**config.mk**
```make
export PLATFORM = sky130hd
export DESIGN_NAME = score_accumulator_bcd
export DESIGN_NICKNAME = d
export VERILOG_FILES = /design/src/rtl/score_accumulator_bcd_pkg.sv /design/src/rtl/score_accumulator_bcd_digit_add.sv /design/src/rtl/score_accumulator_bcd.sv
export SDC_FILE = /design/constraint.sdc
export NUM_CORES = 1
export LEC_CHECK = 0
export CORE_ASPECT_RATIO = 1.2
export CORE_MARGIN = 1.5
export CORE_UTILIZATION = 58
export CTS_CLUSTER_DIAMETER = 50
export DETAILED_ROUTE_END_ITERATION = 12
export GPL_ROUTABILITY_DRIVEN = 0
export PLACE_DENSITY = 0.86
export SYNTH_ARGS = -nofsm -noshare
export SYNTH_HDL_FRONTEND = slang
export SYNTH_SLANG_ARGS = --single-unit
```
**constraint.sdc**
```tcl
create_clock -name Clk -period 5.6 [get_ports Clk]
set_clock_uncertainty 0.1 [all_clocks]
set_input_delay 1.12 -clock Clk [delete_from_list [all_inputs] [get_ports Clk]]
set_output_delay 1.12 -clock Clk [all_outputs]
set_load 0.01 [all_outputs]
```
**src/rtl/score_accumulator_bcd_pkg.sv**
```systemverilog
// rtl/score_accumulator_bcd_pkg.sv - shared types and constants for the BCD score accumulator
package score_pkg;

  typedef enum logic [1:0] {
    IDLE,
    ADD,
    COMMIT
  } state_t;

  typedef logic [3:0] bcd_digit_t;

  localparam bcd_digit_t BCD_NINE = 4'd9;

  // Packed BCD value with the low n digits set to nine (n at most 8)
  function automatic logic [31:0] all_nines(input int n);
    logic [31:0] r;
    r = '0;
    for (int i = 0; i < 8; i++) begin
      if (i < n) r[4*i +: 4] = BCD_NINE;
    end
    return r;
  endfunction

endpackage

```
**src/rtl/score_accumulator_bcd_digit_add.sv**
```systemverilog
// rtl/score_accumulator_bcd_digit_add.sv - single-digit combinational BCD adder
module bcd_digit_add
  import score_pkg::*;
(
  input  bcd_digit_t a,
  input  bcd_digit_t b,
  input  logic       cin,
  output bcd_digit_t sum,
  output logic       cout
);

  logic [4:0] raw;

  // Binary add, then fold anything past nine back into a decimal digit plus carry
  always_comb begin
    raw = {1'b0, a} + {1'b0, b} + {4'b0000, cin};
    if (raw > 5'd9) begin
      sum  = 4'(raw - 5'd10);
      cout = 1'b1;
    end else begin
      sum  = raw[3:0];
      cout = 1'b0;
    end
  end

endmodule

```
**src/rtl/score_accumulator_bcd.sv**
```systemverilog
// rtl/score_accumulator_bcd.sv - event-driven saturating BCD score accumulator with high score
module score_accumulator_bcd
  import score_pkg::*;
#(
  parameter int DIGITS  = 4,
  parameter int NUM_SRC = 4,
  parameter int PEND_W  = 2
) (
  input  logic                  Clk,
  input  logic                  Reset,
  input  logic                  clear,
  input  logic [NUM_SRC-1:0]    event_pulse,
  input  logic [8*NUM_SRC-1:0]  src_points,
  input  logic                  game_over,
  output logic [4*DIGITS-1:0]   score_bcd,
  output logic [4*DIGITS-1:0]   high_score_bcd,
  output logic                  busy,
  output logic                  dropped
);

  localparam int IDX_W = $clog2(DIGITS);
  localparam int SRC_W = (NUM_SRC > 1) ? $clog2(NUM_SRC) : 1;
  localparam logic [31:0] NINES = all_nines(DIGITS);
  localparam logic [PEND_W-1:0] PEND_MAX = '1;

  state_t state, state_next;

  bcd_digit_t [DIGITS-1:0] score, high, work, addend;
  logic                    carry;
  logic [IDX_W-1:0]        idx;

  logic [PEND_W-1:0]               cnt [NUM_SRC];
  logic [NUM_SRC-1:0][PEND_W-1:0]  cnt_next;
  logic [NUM_SRC-1:0]              pend_nz, grant, drop_vec;
  logic [SRC_W-1:0]                sel;
  logic                            any_pend;

  logic       hs_req, hs_serve;
  logic       busy_q, dropped_q;
  bcd_digit_t dsum;
  logic       dcout;
  logic [7:0] sel_pts;
  bcd_digit_t pts_lo, pts_hi;

  for (genvar gi = 0; gi < NUM_SRC; gi++) begin : g_pend
    logic inc;
    // A pulse coinciding with clear belongs to the old game and is discarded
    assign inc          = event_pulse[gi] & ~clear;
    assign pend_nz[gi]  = (cnt[gi] != '0);
    assign drop_vec[gi] = inc & ~grant[gi] & (cnt[gi] == PEND_MAX);
    assign cnt_next[gi] = clear                                         ? '0 :
                          (inc && !grant[gi] && cnt[gi] != PEND_MAX)   ? cnt[gi] + PEND_W'(1) :
                          (grant[gi] && !inc)                          ? cnt[gi] - PEND_W'(1) :
                                                                         cnt[gi];
    // Per-source pending award count
    always_ff @(posedge Clk) begin
      if (Reset) cnt[gi] <= '0;
      else       cnt[gi] <= cnt_next[gi];
    end
  end

  assign any_pend = |pend_nz;

  // Lowest-index source with pending awards wins the grant
  always_comb begin
    sel = '0;
    for (int i = NUM_SRC - 1; i >= 0; i--) begin
      if (pend_nz[i]) sel = SRC_W'(i);
    end
  end

  // Points of the selected source, each nibble clamped to a legal BCD digit
  always_comb begin
    sel_pts = src_points[8*int'(sel) +: 8];
    pts_lo  = (sel_pts[3:0] > BCD_NINE) ? BCD_NINE : sel_pts[3:0];
    pts_hi  = (sel_pts[7:4] > BCD_NINE) ? BCD_NINE : sel_pts[7:4];
  end

  // Next state and grant; clear always forces the FSM back to IDLE
  always_comb begin
    state_next = state;
    grant      = '0;
    case (state)
      IDLE: begin
        if (!clear && any_pend) begin
          grant[sel] = 1'b1;
          state_next = ADD;
        end
      end
      ADD:     if (idx == IDX_W'(DIGITS - 1)) state_next = COMMIT;
      COMMIT:  state_next = IDLE;
      default: state_next = IDLE;
    endcase
    if (clear) state_next = IDLE;
  end

  // State register
  always_ff @(posedge Clk) begin
    if (Reset) state <= IDLE;
    else       state <= state_next;
  end

  bcd_digit_add u_digit_add (
    .a    (work[idx]),
    .b    (addend[idx]),
    .cin  (carry),
    .sum  (dsum),
    .cout (dcout)
  );

  // Digit-serial datapath; score only moves in COMMIT so no partial sum is ever visible
  always_ff @(posedge Clk) begin
    if (Reset) begin
      score  <= '0;
      work   <= '0;
      addend <= '0;
      carry  <= 1'b0;
      idx    <= '0;
    end else if (clear) begin
      score <= '0;
      carry <= 1'b0;
      idx   <= '0;
    end else begin
      case (state)
        IDLE: begin
          if (any_pend) begin
            work      <= score;
            addend    <= '0;
            addend[0] <= pts_lo;
            addend[1] <= pts_hi;
            carry     <= 1'b0;
            idx       <= '0;
          end
        end
        ADD: begin
          work[idx] <= dsum;
          carry     <= dcout;
          idx       <= idx + IDX_W'(1);
        end
        COMMIT: score <= carry ? NINES[4*DIGITS-1:0] : work;
        default: ;
      endcase
    end
  end

  // High score is only taken once all awards have drained and nothing new is arriving
  assign hs_serve = hs_req && (state == IDLE) && !any_pend && !(|event_pulse) && !clear;

  // Sticky high-score request; game_over together with clear uses the pre-clear score
  always_ff @(posedge Clk) begin
    if (Reset) begin
      hs_req <= 1'b0;
      high   <= '0;
    end else begin
      if (hs_serve || (clear && game_over)) high <= (score > high) ? score : high;
      if (clear)          hs_req <= 1'b0;
      else if (game_over) hs_req <= 1'b1;
      else if (hs_serve)  hs_req <= 1'b0;
    end
  end

  // Registered status flags, derived from next-cycle state so they line up with it
  always_ff @(posedge Clk) begin
    if (Reset) begin
      busy_q    <= 1'b0;
      dropped_q <= 1'b0;
    end else begin
      busy_q    <= (state_next != IDLE) || (|cnt_next);
      dropped_q <= |drop_vec;
    end
  end

  assign score_bcd      = score;
  assign high_score_bcd = high;
  assign busy           = busy_q;
  assign dropped        = dropped_q;

endmodule
```
# Yosys cells after proc, flatten, opt, wreduce, memory -nomap -nowiden
# Memory sizes are Yosys's and may differ from the RTL's.
# Index checks and enable logic that the tools add are counted.
[totals]
ff_bits = 64
ram_bits = 8
out_inout_bits = 34
inputBits = 40
mem_count = 1
[op_classes]
n_lt_le_gt_ge = 8
shifts = 1
eq_ne = 12
muxes = 51
n_addsub = 12
n_reduce_logical = 50
n_bitwise = 21
[memory_table]
columns = ["memory", "words", "word_bits", "read_ports", "rd_ports_with_merged_regs", "wr", "line", "text"]
rows = [
  ["cnt", 4, 2, 4, 0, 4, "score_accumulator_bcd.sv:32", "logic [PEND_W-1:0] cnt [NUM_SRC];"],
]
[op_table]
columns = ["cell", "count"]
rows = [
  ["$mux 2", 24],
  ["$mux 16", 2],
  ["$mux 4", 8],
  ["$pmux 16 s2", 1],
  ["$shiftx 32x6->8", 1],
  ["$logic_and 1x1->1", 20],
  ["$bmux 4 s2", 2],
  ["$bwmux 16", 1],
  ["$gt 16x16->1", 1],
  ["$reduce_bool 2->1", 7],
  ["$and 1x1->1", 12],
  ["$eq 2x2->1 const B", 6],
  ["$reduce_or 4->1", 3],
  ["$logic_not 1->1", 11],
  ["$add 2x1->2 const B", 5],
  ["$ne 2x2->1 const B", 5],
  ["$demux 4 s2", 1],
  ["$gt 4x4->1 const B", 2],
  ["$mux 1", 8],
  ["$pmux 2 s2", 2],
  ["$reduce_or 8->1", 1],
  ["$sub 2x1->2 const B", 4],
  ["$lt 2x3->1 const B", 2],
  ["$reduce_and 3->1", 2],
  ["other kinds (14)", 24],
]

# Depth between registers and ports, before layout
# An unclocked memory read counts as a cell.
[depth]
word_depth = 19
ltp_mapped = 13

# Cells and area by module
# Synthesis repeated with hierarchy kept, for this count alone.
[unflattened]
hier_cells = 534
area_unflattened_um2 = 4531.8
[modules_own_cells]
columns = ["mod", "cells_per_inst", "n_inst", "seq_area_each_um2", "area_per_inst_um2"]
rows = [
  ["score_accumulator_bcd", 512, 1, 1441.4, 4320.4],
  ["bcd_digit_add", 22, 1, 0.0, 211.5],
]

# Worst setup path before layout
# Ideal clock, no wire load.
[synth_timing]
path_kind = "register -> register"
from = "reg idx[0]"
to = "reg work[10] (netlist bit)"
path_stages_with_launch = 14
path_buffers = 1
setup_slack_ns = 1.977
arrival_time_ns = 3.408
cell_sequence = "dfxtp_1 > buf_1 > mux2_2 > nand2_1 > fa_1 > inv_1 > fa_1 > xor2_1 > inv_1 > ha_1 > and2_1 > o41ai_1 > a221oi_1 > a2111oi_0"
[synth_via]
elab_chain_len = 8
elab_cells_between_ends = 16
cone_classes = "3 x add/sub; 3 x order compare; 9 x mux; 1 x reduce/logical"
[synth_rtl]
columns = ["element", "line", "text"]
rows = [
  ["start: declaration", "score_accumulator_bcd.sv:30", "logic [IDX_W-1:0] idx;"],
  ["start signal: assignment", "score_accumulator_bcd.sv:138", "idx <= idx + IDX_W'(1);"],
  ["$bmux 4 s2 (on tied branches)", "score_accumulator_bcd.sv:104, score_accumulator_bcd.sv:105", ""],
  ["$mux 4 (on tied branches)", "score_accumulator_bcd.sv:104, score_accumulator_bcd.sv:105", ""],
  ["$add 4x4->5", "score_accumulator_bcd_digit_add.sv:16", "raw = {1'b0, a} + {1'b0, b} + {4'b0000, cin};"],
  ["$add 5x1->5", "score_accumulator_bcd_digit_add.sv:16", ""],
  ["$sub 4x4->4 / $gt 5x4->1 (equally long branches)", "score_accumulator_bcd_digit_add.sv:18, score_accumulator_bcd_digit_add.sv:17", ""],
  ["$mux 4", "score_accumulator_bcd_digit_add.sv:17", "if (raw > 5'd9) begin"],
  ["$bwmux 16 (*)", "score_accumulator_bcd.sv:136", "work[idx] <= dsum;"],
  ["$pmux 16 s2 (*)", "score_accumulator_bcd.sv:124", "case (state)"],
  ["end signal: assignment", "score_accumulator_bcd.sv:127", "work <= score;"],
  ["end signal: indexed assignment", "score_accumulator_bcd.sv:136", ""],
  ["end: declaration", "score_accumulator_bcd.sv:28", "bcd_digit_t [DIGITS-1:0] score, high, work, addend;"],
]
# Mark *: on every way between the ends. The rest lies on a longest branch, timed or not. The select of a mux whose other input is x is not followed.
# A chain may end at the register's enable or synchronous reset.

# Final worst setup path
[layout_timing]
from = "reg idx[0]"
to = "reg work[6] (netlist bit)"
# The elaborated chain is that of the path after synthesis.

==> results.md <==
* Status: finished, final reports clean
* Routed Antenna Nets at 0
* Data arrival time of the worst path at ~4400 ps
* Synthesis-to-finish area growth at 20.95%
* Clock Latency Late Sink at between 300 and 400 ps
* Vias in the first global route at around 4.3k
* Crit-path cells: mux4_2 -> inv_1 -> fa_1 -> inv_1 -> fa_1 -> xor2_1 -> inv_1 -> ha_1 -> and2_1 -> o41ai_1 -> a221oi_1 -> a2111oi_0
* Number of remaining DRC errors at 0
* Synth Area in XOR/XNOR at 0.007799
* Site Rows at 34
* Final Hold Viols at 0
* Worst R2R End: work[6]$_SDFFE_PP0P_
* CTS root buffer: clkbuf_8
* CTS tree: yes
* H-tree depth at 3
* Slew Limit Fails at 0
* Crit-path max FO at 13
* First-pass GRT wire length at 18.82 mm
* CTS clk-pin slew, worst paths at approximately 80 ps
* Pre-antenna DRT Iters at 5
* Die extent in x at about 83 µm
* Peak supply drop at about 0.00019 V
* Crit path top cell by count: inv_1
* Area share of and/or/nand/nor cells after synthesis at 0.2460
* Most frequent cells in the layout: 73 x clkdlybuf4s50_1, 72 x dfxtp_1, 66 x nor2_1
* Resized cells post-CTS at 0
* Largest family of logic cells by synthesized area: simple AND/OR/NAND/NOR gates
* Setup TNS at 0 ps
* #FFs+latches synth at 72
* Final Cycle Share at 0.7618
* Worst hold slack at between 300 and 400 ps
* Ys Warns at 0
* Input/output buffers at 73
* Critical path endpoint category: flop
* Post-Synthesis Net Count at ~610
* Max Cap Viol at 0
* Top_reg_cell synth: dfxtp_1
* Final net count at 666
* Top cell type's share of synthesized area at 0.3209
* Fmax at approximately 230 MHz
* Adder-Cell Fraction of Synth Area at 0.09805
* Total gr overflow at 0
* Critical Path RT at about 5700 ps
* Die H at 99.40 µm
* Slew HR at 0.2869
* Hold Path Origin: addend[1]$_SDFFE_PP0P_
* Synth cell types at 63
* Slowest cell on crit path: dfxtp_1
* Worst Reg-to-Reg Cells at 12
* Number of antenna diodes at 0
* Post-synth EDFFs at 0
* Synth Cell Area at approximately 4500 µm²
* Synth Instances at 534
* R2r startpoint: idx[0]$_SDFFE_PP0N_
* RSZ-0062 raised after global routing: false
* Vias per Instance at 6.118
* Main area contributors after synthesis: dfxtp_1 32%, ha_1 8.9%, mux2i_1 6.2%, nor2_1 5.5%, nand2b_1 5.4%
* Average wire per standard cell at 16.51 µm
* Core area at roughly 7400 µm²
* Post-Route WL at between 10 and 15 mm
* Via count at 4203
* Most common cell after layout, fill and taps aside: clkdlybuf4s50_1
* Setup-failing EPs final at 0
* Async SR Flop Fraction at 0
* Crit start category: flop
* Mux share of post-synthesis cell area at 0.1100
* Largest area contributor in the netlist: dfxtp_1
* Power Density at 238.3 nW/µm²
* Post-CTS setup buffers at 0
* Share of layout cells above drive strength 1 at 0.06198
* Crit path kind: reg2reg
* Tightest Pin Transition at between 1000 and 1500 ps
* Starting Density at 0.6103
* Hold buffer count at cts at 0
* Largest net degree at the start of global routing at between 60 and 70
* Initial antenna violation count at 0
* Pleak at around 0.002 µW
* CTS max path bufs at 2
* Compound-Gate Fraction of Synth Area at 0.1577
* Hpwl dp at 8.411 mm
* Crit-path max cell delay at around 700 ps
* Worst hold stages at 2
* Num CTS Buffers at 9
* Seq/Total Area, Yosys at 0.3209
* Initial DRC Count at 382
* R2r setup slk at between 1000 and 1500 ps
* Final Critical Period at ~4300 ps
* IO Pins at 74
* Avg Synthesized Cell Area at between 8 and 9 µm²
* Total GRT Usage at 0.2791
* Worst hold path type: reg2reg
* Tot Pwr at about 1300 µW
* Worst hold endpoint: addend[1]$_SDFFE_PP0P_
* CTS sink count at 72
* Die Area at 8284 µm²
## layer usage
metal,track usage,up-vias,share of wire
met5,0,-,0
met4,0.1628,0,0.044
met3,0.04896,47,0.051
met2,0.5197,176,0.52
met1,0.2944,1968,0.39
li1,-,2012,-
## synth_stat cells (3+ instances only)
master and n:
ha_1 32, nor3b_1 3, xnor2_1 3, o21ai_0 10
nand2b_1 39, a211oi_1 10, o22ai_1 5, nor3_1 30
nor4_1 3, dfxtp_1 72, inv_1 35, mux2i_1 28
mux4_2 9, and2_1 3, buf_1 3, nand2_1 35
a21oi_1 33, nand4_1 4, or3_1 5, a2111oi_0 12
o21a_1 5, nor2_1 66, a22o_1 3, clkbuf_1 20
nand3_1 14, nor2b_1 6
## through the flow
step | utilization | worst slack (ps) | instances | area (µm²)
2_1_floorplan | - | 1977 | 534 | 4492
3_3_place_gp | 0.7084 | 1344 | 671 | 5214
3_5_place_dp | 0.7084 | 1201 | 671 | 5214
4_1_cts | 0.7382 | 1377 | 687 | 5433
5_1_grt | 0.7382 | 973.8 | 687 | 5433
6_report | 0.7382 | 1334 | 687 | 5433
## state kept, by name (all words and copies together) (netlist names)
signal	flops
score_bcd	16
work	16
state	2
addend	8
cnt	8
idx	2
busy	1
carry	1
hs_req	1
high_score_bcd	16
dropped	1
## kinds of logic (layout without fill, tap and decap cells)
family                   Yosys count  count (layout)
XOR/XNOR                           4               4
AO/OA/AOI/OAI                    101             101
flip-flops                        72              72
adder cells (fa/ha/maj)           34              34
multiplexers                      38              38
buffers and inverters             64             127
AND/OR/NAND/NOR                  221             221
## critical path: cells and delay by family (launching register included)
family / cells / cell delay, ps
mux: 1 / 570
fa+ha+maj: 3 / 820
xor+xnor: 1 / 260
simple gates: 1 / 160
buf+inv: 3 / 220
flops: 1 / 720
compound gates: 3 / 1300
## final cells by class
class | count | area (µm²)
well taps | 90 | 112.6
inverters | 37 | 138.9
clock inverters | 7 | 95.09
clock buffers | 9 | 123.9
multi-input cells | 398 | 2783
flip-flops and latches | 72 | 1441
fillers | 561 | 1927
repair buffers | 74 | 738.2
## how the worst max path moves through the flow
stage | from | endpoint | slack (ps) | cells after the start
after floorplan | idx[0]$_SDFFE_PP0N_ | work[10]$_SDFFE_PP0P_ | 1980 | 13
after global placement | clear | high_score_bcd[1]$_SDFFE_PP0P_ | 1340 | 6
after detailed placement | clear | high_score_bcd[5]$_SDFFE_PP0P_ | 1200 | 6
after CTS | idx[0]$_SDFFE_PP0N_ | work[6]$_SDFFE_PP0P_ | 1380 | 12
after global routing | idx[0]$_SDFFE_PP0N_ | work[5]$_SDFFE_PP0P_ | 970 | 12
final | idx[0]$_SDFFE_PP0N_ | work[6]$_SDFFE_PP0P_ | 1330 | 12
## where the power goes
group          internal [µW]  leakage (µW)  switching, µW
clock network            251      0.000110            210
registers                538      0.000585           24.5
logic                    123       0.00130            148
Power figures use the tool's default switching activity.
